==> src/rtl/trap_resolve_pkg.sv <==
`default_nettype none
// ============================================================================
// Module      : trap_resolve_pkg
// Description : Shared constants for trap resolution: interrupt indices,
//               exception codes, privilege modes, interrupt priority order
//               and WFI state encoding.
// Revision    : 1.0 - initial release
// ============================================================================
package trap_resolve_pkg;

    localparam int c_NUM_INT = 12;

    // Privilege mode encodings
    localparam logic [1:0] c_PRIV_U = 2'b00;
    localparam logic [1:0] c_PRIV_S = 2'b01;
    localparam logic [1:0] c_PRIV_M = 2'b11;

    // Interrupt bit indices
    localparam logic [3:0] c_INT_MEI  = 4'd11;
    localparam logic [3:0] c_INT_MSI  = 4'd3;
    localparam logic [3:0] c_INT_MTI  = 4'd7;
    localparam logic [3:0] c_INT_SEI  = 4'd9;
    localparam logic [3:0] c_INT_SSI  = 4'd1;
    localparam logic [3:0] c_INT_STI  = 4'd5;
    localparam logic [3:0] c_INT_VSEI = 4'd10;
    localparam logic [3:0] c_INT_VSSI = 4'd2;
    localparam logic [3:0] c_INT_VSTI = 4'd6;

    // Exception raised by a WFI timeout
    localparam logic [3:0] c_EXC_ILLEGAL_INSTR = 4'd2;

    // Interrupt priority, entry 0 is the highest
    localparam logic [3:0] c_INT_PRIO [c_NUM_INT] = '{
        c_INT_MEI, c_INT_MSI, c_INT_MTI, c_INT_SEI, c_INT_SSI, c_INT_STI,
        c_INT_VSEI, c_INT_VSSI, c_INT_VSTI, 4'd0, 4'd4, 4'd8
    };

    // Only the VS-level interrupts (2, 6, 10) may be delegated to VS
    localparam logic [c_NUM_INT-1:0] c_VS_INT_MASK = 12'h444;

    // WFI state machine encoding
    typedef logic [0:0] wfi_state_t;
    localparam wfi_state_t c_ST_RUN  = 1'b0;
    localparam wfi_state_t c_ST_WAIT = 1'b1;

endpackage
`default_nettype wire

==> src/rtl/trap_resolve_if.sv <==
`default_nettype none
// ============================================================================
// Module      : trap_resolve_if
// Description : Pipeline/CSR inputs and trap/return outputs of the trap
//               resolver. master = resolver, slave = pipeline/CSR side.
// Revision    : 1.0 - initial release
// ============================================================================
interface trap_resolve_if;
    logic        StallW;
    logic        InstrValidM;
    logic        ExceptionM;
    logic [3:0]  ExcCodeM;
    logic [11:0] MIP_MIE;
    logic [11:0] MIDELEG;
    logic [15:0] MEDELEG;
    logic [11:0] HIDELEG;
    logic [15:0] HEDELEG;
    logic [1:0]  PrivilegeModeW;
    logic        VirtModeW;
    logic        STATUS_MIE;
    logic        STATUS_SIE;
    logic        VSSTATUS_SIE;
    logic        STATUS_TW;
    logic        wfiM;
    logic        TrapM;
    logic        InterruptM;
    logic [3:0]  CauseM;
    logic        DelegateM;
    logic        TrapToM;
    logic        TrapToHS;
    logic        TrapToVS;
    logic        WFIStallM;

    modport master (
        input  StallW, InstrValidM, ExceptionM, ExcCodeM, MIP_MIE, MIDELEG,
               MEDELEG, HIDELEG, HEDELEG, PrivilegeModeW, VirtModeW,
               STATUS_MIE, STATUS_SIE, VSSTATUS_SIE, STATUS_TW, wfiM,
        output TrapM, InterruptM, CauseM, DelegateM, TrapToM, TrapToHS,
               TrapToVS, WFIStallM
    );

    modport slave (
        output StallW, InstrValidM, ExceptionM, ExcCodeM, MIP_MIE, MIDELEG,
               MEDELEG, HIDELEG, HEDELEG, PrivilegeModeW, VirtModeW,
               STATUS_MIE, STATUS_SIE, VSSTATUS_SIE, STATUS_TW, wfiM,
        input  TrapM, InterruptM, CauseM, DelegateM, TrapToM, TrapToHS,
               TrapToVS, WFIStallM
    );
endinterface
`default_nettype wire

==> src/rtl/trap_resolve_int_priority.sv <==
`default_nettype none
// ============================================================================
// Module      : int_priority
// Description : Picks the highest-priority set bit of a 12-bit enabled
//               interrupt mask, following the fixed priority table.
// Revision    : 1.0 - initial release
// ============================================================================
module int_priority
    import trap_resolve_pkg::*;
(
    input  wire logic [c_NUM_INT-1:0] i_mask,
    output logic      [3:0]           o_idx,
    output logic                      o_valid
);

    // Walk from lowest to highest priority so the highest set bit wins last
    always_comb begin
        o_idx   = '0;
        o_valid = 1'b0;
        for (int k = c_NUM_INT - 1; k >= 0; k--) begin
            if (i_mask[c_INT_PRIO[k]]) begin
                o_idx   = c_INT_PRIO[k];
                o_valid = 1'b1;
            end
        end
    end

endmodule
`default_nettype wire

==> src/rtl/trap_resolve.sv <==
`default_nettype none
// ============================================================================
// Module      : trap_resolve
// Description : Arbitrates interrupts against the M-stage exception, picks
//               the cause, resolves the M/HS/VS target and runs the WFI
//               wait/timeout state machine.
// Revision    : 1.0 - initial release
// ============================================================================
module trap_resolve
    import trap_resolve_pkg::*;
#(
    parameter int XLEN        = 64,
    parameter int S_SUPPORTED = 1,
    parameter int H_SUPPORTED = 1,
    parameter int WFITO_BITS  = 8
) (
    input  wire logic     clk,
    input  wire logic     reset,
    trap_resolve_if.master trap_if
);

    // Exception delegation CSR slice, limited by the datapath width
    localparam int c_EDELEG_W = (XLEN < 16) ? XLEN : 16;

    logic [c_NUM_INT-1:0]  r_pend_int;
    wfi_state_t            r_state, w_state_next;
    logic [WFITO_BITS-1:0] r_wfi_cnt, w_wfi_cnt_next;

    logic                  w_priv_m, w_priv_s, w_priv_u;
    logic [c_NUM_INT-1:0]  w_deleg_s, w_deleg_vs, w_deleg_hs, w_int_mask;
    logic                  w_en_m, w_en_hs, w_en_vs;
    logic [15:0]           w_medeleg, w_hedeleg;
    logic [3:0]            w_int_idx, w_cause, w_exc_code;
    logic                  w_int_valid, w_wfi_timeout, w_trap;
    logic                  w_tgt_hs, w_tgt_vs, w_exc_hs, w_wfi_stall;

    // Registered pending interrupts; deliberately not held by StallW
    always_ff @(posedge clk) begin
        if (reset) r_pend_int <= '0;
        else       r_pend_int <= trap_if.MIP_MIE;
    end

    assign w_priv_m  = (trap_if.PrivilegeModeW == c_PRIV_M);
    assign w_priv_s  = (trap_if.PrivilegeModeW == c_PRIV_S);
    assign w_priv_u  = (trap_if.PrivilegeModeW == c_PRIV_U);
    assign w_medeleg = 16'(trap_if.MEDELEG[c_EDELEG_W-1:0]);
    assign w_hedeleg = 16'(trap_if.HEDELEG[c_EDELEG_W-1:0]);

    // Per-bit interrupt target: VS needs both delegations and a VS-level bit
    assign w_deleg_s  = (S_SUPPORTED != 0) ? trap_if.MIDELEG : '0;
    assign w_deleg_vs = (H_SUPPORTED != 0) ?
                        (w_deleg_s & trap_if.HIDELEG & c_VS_INT_MASK) : '0;
    assign w_deleg_hs = w_deleg_s & ~w_deleg_vs;

    // Delegated interrupts are never taken while running in M
    assign w_en_m  = ~w_priv_m | trap_if.STATUS_MIE;
    assign w_en_hs = ~w_priv_m & (trap_if.VirtModeW | w_priv_u |
                                  (w_priv_s & trap_if.STATUS_SIE));
    assign w_en_vs = ~w_priv_m & trap_if.VirtModeW &
                     (w_priv_u | trap_if.VSSTATUS_SIE);

    assign w_int_mask = r_pend_int & (({c_NUM_INT{w_en_m}}  & ~w_deleg_s)  |
                                      ({c_NUM_INT{w_en_hs}} & w_deleg_hs)  |
                                      ({c_NUM_INT{w_en_vs}} & w_deleg_vs));

    int_priority u_int_priority (
        .i_mask  (w_int_mask),
        .o_idx   (w_int_idx),
        .o_valid (w_int_valid)
    );

    assign w_wfi_timeout = (r_state == c_ST_WAIT) & (&r_wfi_cnt);
    assign w_trap = ~reset & trap_if.InstrValidM &
                    (w_int_valid | trap_if.ExceptionM | w_wfi_timeout);

    // Cause and target: interrupt beats exception, exception beats timeout
    always_comb begin
        w_cause    = '0;
        w_tgt_hs   = 1'b0;
        w_tgt_vs   = 1'b0;
        w_exc_hs   = 1'b0;
        w_exc_code = trap_if.ExceptionM ? trap_if.ExcCodeM : c_EXC_ILLEGAL_INSTR;
        if (w_int_valid) begin
            w_cause  = w_int_idx;
            w_tgt_vs = w_deleg_vs[w_int_idx];
            w_tgt_hs = w_deleg_hs[w_int_idx];
        end else begin
            w_cause  = w_exc_code;
            w_exc_hs = (S_SUPPORTED != 0) & w_medeleg[w_exc_code] & ~w_priv_m;
            w_tgt_vs = w_exc_hs & (H_SUPPORTED != 0) & trap_if.VirtModeW &
                       w_hedeleg[w_exc_code];
            w_tgt_hs = w_exc_hs & ~w_tgt_vs;
        end
    end

    assign trap_if.TrapM      = w_trap;
    assign trap_if.InterruptM = w_trap & w_int_valid;
    assign trap_if.CauseM     = w_trap ? w_cause : 4'd0;
    assign trap_if.TrapToVS   = w_trap & w_tgt_vs;
    assign trap_if.TrapToHS   = w_trap & w_tgt_hs;
    assign trap_if.TrapToM    = w_trap & ~w_tgt_vs & ~w_tgt_hs;
    assign trap_if.DelegateM  = w_trap & (w_tgt_vs | w_tgt_hs);
    assign trap_if.WFIStallM  = ~reset & w_wfi_stall;

    // WFI state and timeout counter register
    always_ff @(posedge clk) begin
        if (reset) begin
            r_state   <= c_ST_RUN;
            r_wfi_cnt <= '0;
        end else begin
            r_state   <= w_state_next;
            r_wfi_cnt <= w_wfi_cnt_next;
        end
    end

    // WFI next state: stall starts in the cycle the WFI is accepted and
    // drops in the cycle the wait ends (wake or timeout)
    always_comb begin
        w_state_next   = r_state;
        w_wfi_cnt_next = r_wfi_cnt;
        w_wfi_stall    = 1'b0;
        case (r_state)
            c_ST_RUN: begin
                if (trap_if.InstrValidM & trap_if.wfiM & ~w_trap & ~(|r_pend_int)) begin
                    w_state_next   = c_ST_WAIT;
                    w_wfi_cnt_next = '0;
                    w_wfi_stall    = 1'b1;
                end
            end
            c_ST_WAIT: begin
                if ((|r_pend_int) | w_wfi_timeout) begin
                    w_state_next = c_ST_RUN;
                end else begin
                    w_wfi_stall = 1'b1;
                    if (~w_priv_m & trap_if.STATUS_TW & ~(&r_wfi_cnt))
                        w_wfi_cnt_next = r_wfi_cnt + WFITO_BITS'(1);
                end
            end
            default: w_state_next = c_ST_RUN;
        endcase
    end

endmodule
`default_nettype wire
==> src/flat_wrapper.sv <==
// flat-port wrapper written by rule: the top's interface ports become plain ports
module trap_resolve_flat import trap_resolve_pkg::*;
#(
    parameter int XLEN        = 64,
    parameter int S_SUPPORTED = 1,
    parameter int H_SUPPORTED = 1,
    parameter int WFITO_BITS  = 8
)
  (clk, reset, trap_if_StallW, trap_if_InstrValidM, trap_if_ExceptionM, trap_if_ExcCodeM, trap_if_MIP_MIE, trap_if_MIDELEG, trap_if_MEDELEG, trap_if_HIDELEG, trap_if_HEDELEG, trap_if_PrivilegeModeW, trap_if_VirtModeW, trap_if_STATUS_MIE, trap_if_STATUS_SIE, trap_if_VSSTATUS_SIE, trap_if_STATUS_TW, trap_if_wfiM, trap_if_TrapM, trap_if_InterruptM, trap_if_CauseM, trap_if_DelegateM, trap_if_TrapToM, trap_if_TrapToHS, trap_if_TrapToVS, trap_if_WFIStallM);
  trap_resolve_if trap_if_i ();
  input  wire logic clk;
  input  wire logic reset;
  input wire logic [$bits(trap_if_i.StallW)-1:0] trap_if_StallW;
  input wire logic [$bits(trap_if_i.InstrValidM)-1:0] trap_if_InstrValidM;
  input wire logic [$bits(trap_if_i.ExceptionM)-1:0] trap_if_ExceptionM;
  input wire logic [$bits(trap_if_i.ExcCodeM)-1:0] trap_if_ExcCodeM;
  input wire logic [$bits(trap_if_i.MIP_MIE)-1:0] trap_if_MIP_MIE;
  input wire logic [$bits(trap_if_i.MIDELEG)-1:0] trap_if_MIDELEG;
  input wire logic [$bits(trap_if_i.MEDELEG)-1:0] trap_if_MEDELEG;
  input wire logic [$bits(trap_if_i.HIDELEG)-1:0] trap_if_HIDELEG;
  input wire logic [$bits(trap_if_i.HEDELEG)-1:0] trap_if_HEDELEG;
  input wire logic [$bits(trap_if_i.PrivilegeModeW)-1:0] trap_if_PrivilegeModeW;
  input wire logic [$bits(trap_if_i.VirtModeW)-1:0] trap_if_VirtModeW;
  input wire logic [$bits(trap_if_i.STATUS_MIE)-1:0] trap_if_STATUS_MIE;
  input wire logic [$bits(trap_if_i.STATUS_SIE)-1:0] trap_if_STATUS_SIE;
  input wire logic [$bits(trap_if_i.VSSTATUS_SIE)-1:0] trap_if_VSSTATUS_SIE;
  input wire logic [$bits(trap_if_i.STATUS_TW)-1:0] trap_if_STATUS_TW;
  input wire logic [$bits(trap_if_i.wfiM)-1:0] trap_if_wfiM;
  output wire logic [$bits(trap_if_i.TrapM)-1:0] trap_if_TrapM;
  output wire logic [$bits(trap_if_i.InterruptM)-1:0] trap_if_InterruptM;
  output wire logic [$bits(trap_if_i.CauseM)-1:0] trap_if_CauseM;
  output wire logic [$bits(trap_if_i.DelegateM)-1:0] trap_if_DelegateM;
  output wire logic [$bits(trap_if_i.TrapToM)-1:0] trap_if_TrapToM;
  output wire logic [$bits(trap_if_i.TrapToHS)-1:0] trap_if_TrapToHS;
  output wire logic [$bits(trap_if_i.TrapToVS)-1:0] trap_if_TrapToVS;
  output wire logic [$bits(trap_if_i.WFIStallM)-1:0] trap_if_WFIStallM;
  assign trap_if_i.StallW = trap_if_StallW;
  assign trap_if_i.InstrValidM = trap_if_InstrValidM;
  assign trap_if_i.ExceptionM = trap_if_ExceptionM;
  assign trap_if_i.ExcCodeM = trap_if_ExcCodeM;
  assign trap_if_i.MIP_MIE = trap_if_MIP_MIE;
  assign trap_if_i.MIDELEG = trap_if_MIDELEG;
  assign trap_if_i.MEDELEG = trap_if_MEDELEG;
  assign trap_if_i.HIDELEG = trap_if_HIDELEG;
  assign trap_if_i.HEDELEG = trap_if_HEDELEG;
  assign trap_if_i.PrivilegeModeW = trap_if_PrivilegeModeW;
  assign trap_if_i.VirtModeW = trap_if_VirtModeW;
  assign trap_if_i.STATUS_MIE = trap_if_STATUS_MIE;
  assign trap_if_i.STATUS_SIE = trap_if_STATUS_SIE;
  assign trap_if_i.VSSTATUS_SIE = trap_if_VSSTATUS_SIE;
  assign trap_if_i.STATUS_TW = trap_if_STATUS_TW;
  assign trap_if_i.wfiM = trap_if_wfiM;
  assign trap_if_TrapM = trap_if_i.TrapM;
  assign trap_if_InterruptM = trap_if_i.InterruptM;
  assign trap_if_CauseM = trap_if_i.CauseM;
  assign trap_if_DelegateM = trap_if_i.DelegateM;
  assign trap_if_TrapToM = trap_if_i.TrapToM;
  assign trap_if_TrapToHS = trap_if_i.TrapToHS;
  assign trap_if_TrapToVS = trap_if_i.TrapToVS;
  assign trap_if_WFIStallM = trap_if_i.WFIStallM;
  trap_resolve #(.XLEN(XLEN), .S_SUPPORTED(S_SUPPORTED), .H_SUPPORTED(H_SUPPORTED), .WFITO_BITS(WFITO_BITS)) u_core (.clk(clk), .reset(reset), .trap_if(trap_if_i));
endmodule
==> config.mk <==
export PLATFORM = sky130hd
export DESIGN_NAME = trap_resolve_flat
export DESIGN_NICKNAME = d
export VERILOG_FILES = /design/src/rtl/trap_resolve_pkg.sv /design/src/rtl/trap_resolve_if.sv /design/src/rtl/trap_resolve_int_priority.sv /design/src/rtl/trap_resolve.sv /design/src/flat_wrapper.sv
export SDC_FILE = /design/constraint.sdc
export NUM_CORES = 1
export LEC_CHECK = 0
export CAP_MARGIN = 20
export CELL_PAD_IN_SITES_DETAIL_PLACEMENT = 1
export CELL_PAD_IN_SITES_GLOBAL_PLACEMENT = 2
export CORE_UTILIZATION = 23
export CTS_BUF_LIST = sky130_fd_sc_hd__clkbuf_8
export DETAILED_ROUTE_END_ITERATION = 12
export GPL_TIMING_DRIVEN = 0
export PLACE_DENSITY = 0.92
export REMOVE_ABC_BUFFERS = 1
export SYNTH_ARGS = -nofsm -noshare
export SYNTH_HDL_FRONTEND = slang
export SYNTH_SLANG_ARGS = --single-unit
==> constraint.sdc <==
create_clock -name clk -period 5.2 [get_ports clk]
set_input_delay 1.3 -clock clk [delete_from_list [all_inputs] [get_ports clk]]
set_output_delay 1.3 -clock clk [all_outputs]
set_load 0.05 [all_outputs]
==> impl_metrics.yaml <==
outcome:
  run_status: "finished, final reports clean"
synth:
  synth_warnings: 0
  netlist.top_cell.by_area: "sky130_fd_sc_hd__dfxtp_1"
  yosysSeqAreaShare: 0.209
  synth-seq-cells: 21
  ys_top_cells_by_count: "sky130_fd_sc_hd__nand2_1, sky130_fd_sc_hd__dfxtp_1, sky130_fd_sc_hd__a21oi_1"
  avgSynthCellArea_um2: 8.46
  synthesis.area_um2: 2010
  synth-main-ff-cell: "sky130_fd_sc_hd__dfxtp_1"
  number_of_library_cell_types_mapped_by_synthesis: 60
  synth.top_cells.by_area: "sky130_fd_sc_hd__dfxtp_1, sky130_fd_sc_hd__mux4_2, sky130_fd_sc_hd__nand2_1, sky130_fd_sc_hd__a21oi_1, sky130_fd_sc_hd__nor2b_1"
  synth_edf_count: 0
  postSynth.asyncResetShare: 0
  post-synth-top-count-cell: "sky130_fd_sc_hd__nand2_1"
  count_of_mapped_cells_out_of_synthesis: 238
  post-synth-top-area-fraction: 0.209
sta:
  worst-slew-pin-transition_ps: 954
  final_hold_violating_endpoints: 0
  maxSlewViolCount: 0
  max_clock_freq_mhz: 195
  totalNegativeSetupSlack_ps: 0
  slew-limit-headroom: 0.358
  setup_viol: 0
  final.setup_skew_ps: 9.59
  rsz0062_at_grt: "yes"
  final_ws_setup_ps: 72.9
  timing.final.crit_period_ps: 5130
  period_share: 0.986
route:
  drt-wirelength-per-cell_um: 16.8
  drc: 0
  routed-via-count: 2271
  route.antenna.remaining_nets: 0
  drt_first_iter_violations: 78
  detail_route.wirelength_um: 7430
  route.detailed.vias_per_inst: 5.14
  detail_route.first_pass.iterations: 4
power:
  cell_internal_pwr_mw: 0.353
  power.sequential.fraction: 0.318
  power.share.clock: 0.193
  p_switching_mw: 0.186
  static-leakage-power_nw: 1.33
  power.switching_fraction: 0.345
  combinational_fraction_of_design_power: 0.490
  power.density_cell_area_nw_per_um2: 164
  ir_worst_vdd_v: 0.0000934
  finalPower_mw: 0.538
setup_path:
  regToRegStartpoint: "u_core.r_pend_int[9]"
  timing.critical_path.slowest_cell_delay_ps: 450
  required_ps: 3900
  worstSetupStartpoint: "trap_if_PrivilegeModeW[1]"
  timing.critical_path.arrival_ps: 3830
  setup.worst_path.end_class: "primary output"
  worstPathCellList: "clkbuf_4 > maj3_2 > nand2b_4 > a311oi_4 > o311ai_1 > a21oi_2 > or4b_1 > nand4_1 > buf_4 > o21a_1 > buf_6"
  worst_setup_path_start_kind: "input port"
  path_max_fanout: 12
  critPathBufInv: 3
  critical_path_class: "in -> out"
  path_delay_family: "compound AO/OA/AOI/OAI gates"
  cpMaxStageDelayCell: "sky130_fd_sc_hd__or4b_1"
  regToRegSetupSlack_ps: 2590
global_routing:
  first_global_vias: 2264
  grt_overflow: 0
  maximum_number_of_pins_on_one_net_before_global_route_repair: 19
  wire_length_of_the_first_global_routing_pass_um: 11100
  global_route.usage.total: 0.158
  number_of_antenna_violations_at_the_first_check_in_global_routing: 0
floorplan:
  die_ht_um: 95.6
  start_util: 0.242
  fp.coreArea_um2: 8340
  dieArea_um2: 9140
  dieWidth_um: 95.6
  io-pin-count: 96
  row_count: 33
clock_network:
  clock_latency_of_the_later_clocked_register_in_the_worst_skew_pair_ps: 260
  clock_path_buffers: 2
  cts_htree_levels: 1
  cts_root_buffer: "sky130_fd_sc_hd__clkbuf_8"
  clock_pin_slew_reported_for_the_worst_setup_and_hold_paths_after_clock_tree_synthesis_ps: 80
  clock_tree_from_tritoncts: "yes"
  cts_num_sinks: 21
  tritoncts.num_buffers: 3
placed_design:
  pre_cts_ws_ps: -1400
  gp_congestion: 0.794
  io_port_bufs: 85
  postPlaceCellArea_um2: 2920
  post-dp-hpwl_um: 5530
layout:
  finalNetCount: 424
  post_route_cells_drive_above_1_share: 0.228
  syn2layout_area_growth_pct: 63.3
  insertedDiodeCount: 0
  postLayoutCellArea_um2: 3290
job:
  cap_violations: 0
hold_path:
  class_of_the_most_critical_hold_timing_path: "reg -> reg"
  hold_path_startpoint: "u_core.r_wfi_cnt[0]"
-- cell type report --
| class | count | area (um^2) |
|---|---|---|
| fill | 982 | 5050 |
| inverter | 7 | 26.3 |
| tap | 105 | 131 |
| clock inverter | 1 | 3.75 |
| clock buffer | 3 | 41.3 |
| sequential | 21 | 420 |
| timing repair buffer | 103 | 982 |
| multi-input combinational | 202 | 1680 |
-- worst reg2reg max path, cell delays in order, from the launching register on --
cell,delay (ps)
sky130_fd_sc_hd__dfxtp_1,340
sky130_fd_sc_hd__nor4_1,380
sky130_fd_sc_hd__nand3_1,250
sky130_fd_sc_hd__nor4_1,840
sky130_fd_sc_hd__and3_1,320
sky130_fd_sc_hd__nor2b_1,180
sky130_fd_sc_hd__xnor2_1,150
sky130_fd_sc_hd__nor2_1,50
-- kinds of logic (layout without fill, tap and decap cells) --
group / Yosys count / in the layout / share of synthesized area
AOI/OAI and AO/OA: 66 / 66 / 0.257
buffers and inverters: 16 / 114 / 0.0491
and+or+nand+nor: 116 / 117 / 0.354
adders and majority gates: 2 / 2 / 0.0118
DFF: 21 / 21 / 0.209
muxes: 11 / 11 / 0.0932
xor gates and xnor gates: 6 / 6 / 0.0261
-- registers in the layout (all words and copies together) (netlist names) --
register / flops
u_core.r_state: 1
u_core.r_pend_int: 12
u_core.r_wfi_cnt: 8
-- power groups by stage --
stage / sequential, mW / combinational, mW / clock, mW
floorplan: 0.172 / 0.120 / 0
detailed placement: 0.173 / 0.225 / 0
CTS: 0.171 / 0.244 / 0.106
global route: 0.171 / 0.282 / 0.114
global placement: 0.173 / 0.222 / 0
finish: 0.171 / 0.264 / 0.104
-- final timing paths --
kind	to	cells after the start
worst max-delay path	trap_if_DelegateM	11
worst min-delay path	u_core.r_wfi_cnt[0]	2
worst max register to register	u_core.r_wfi_cnt[7]	7
worst min register to register	u_core.r_wfi_cnt[0]	2
-- through the flow --
stage               hold slack (ps)   util  std cells
floorplan                       465      -        229
global placement                489  0.351        419
detailed placement              496  0.351        419
CTS                             506  0.374        433
global route                    549  0.394        442
finish                          520  0.394        442
-- repair_timing --
item,in CTS,in global routing
gates resized for setup,73,39
setup buffers,9,9
hold buffers,0,0
endpoints found under the setup margin,11,11
gates cloned,1,0
pin swaps,13,10
-- routing by layer --
layer  track usage  share of wire  vias up  wire length, um
met3        0.0136          0.034       17              255
met4        0.0535          0.022        0              165
met1         0.195           0.42     1105             3090
met2         0.285           0.53       55             3920
li1              -              -     1094                -
met5             0              0        -                0
-- cell usage in the layout (no fill, tap or decap), types with 6 or more instances in the layout --
master and n:
sky130_fd_sc_hd__mux4_2 6, sky130_fd_sc_hd__dfxtp_1 21, sky130_fd_sc_hd__nor2_1 14, sky130_fd_sc_hd__inv_1 8, sky130_fd_sc_hd__dlymetal6s2s_1 7, sky130_fd_sc_hd__nor2b_1 16
sky130_fd_sc_hd__buf_4 19, sky130_fd_sc_hd__nand2b_1 6, sky130_fd_sc_hd__a21oi_1 18, sky130_fd_sc_hd__clkdlybuf4s50_1 62, sky130_fd_sc_hd__nand3_1 9, sky130_fd_sc_hd__nand2_1 25
Power figures use the tool's default switching activity.
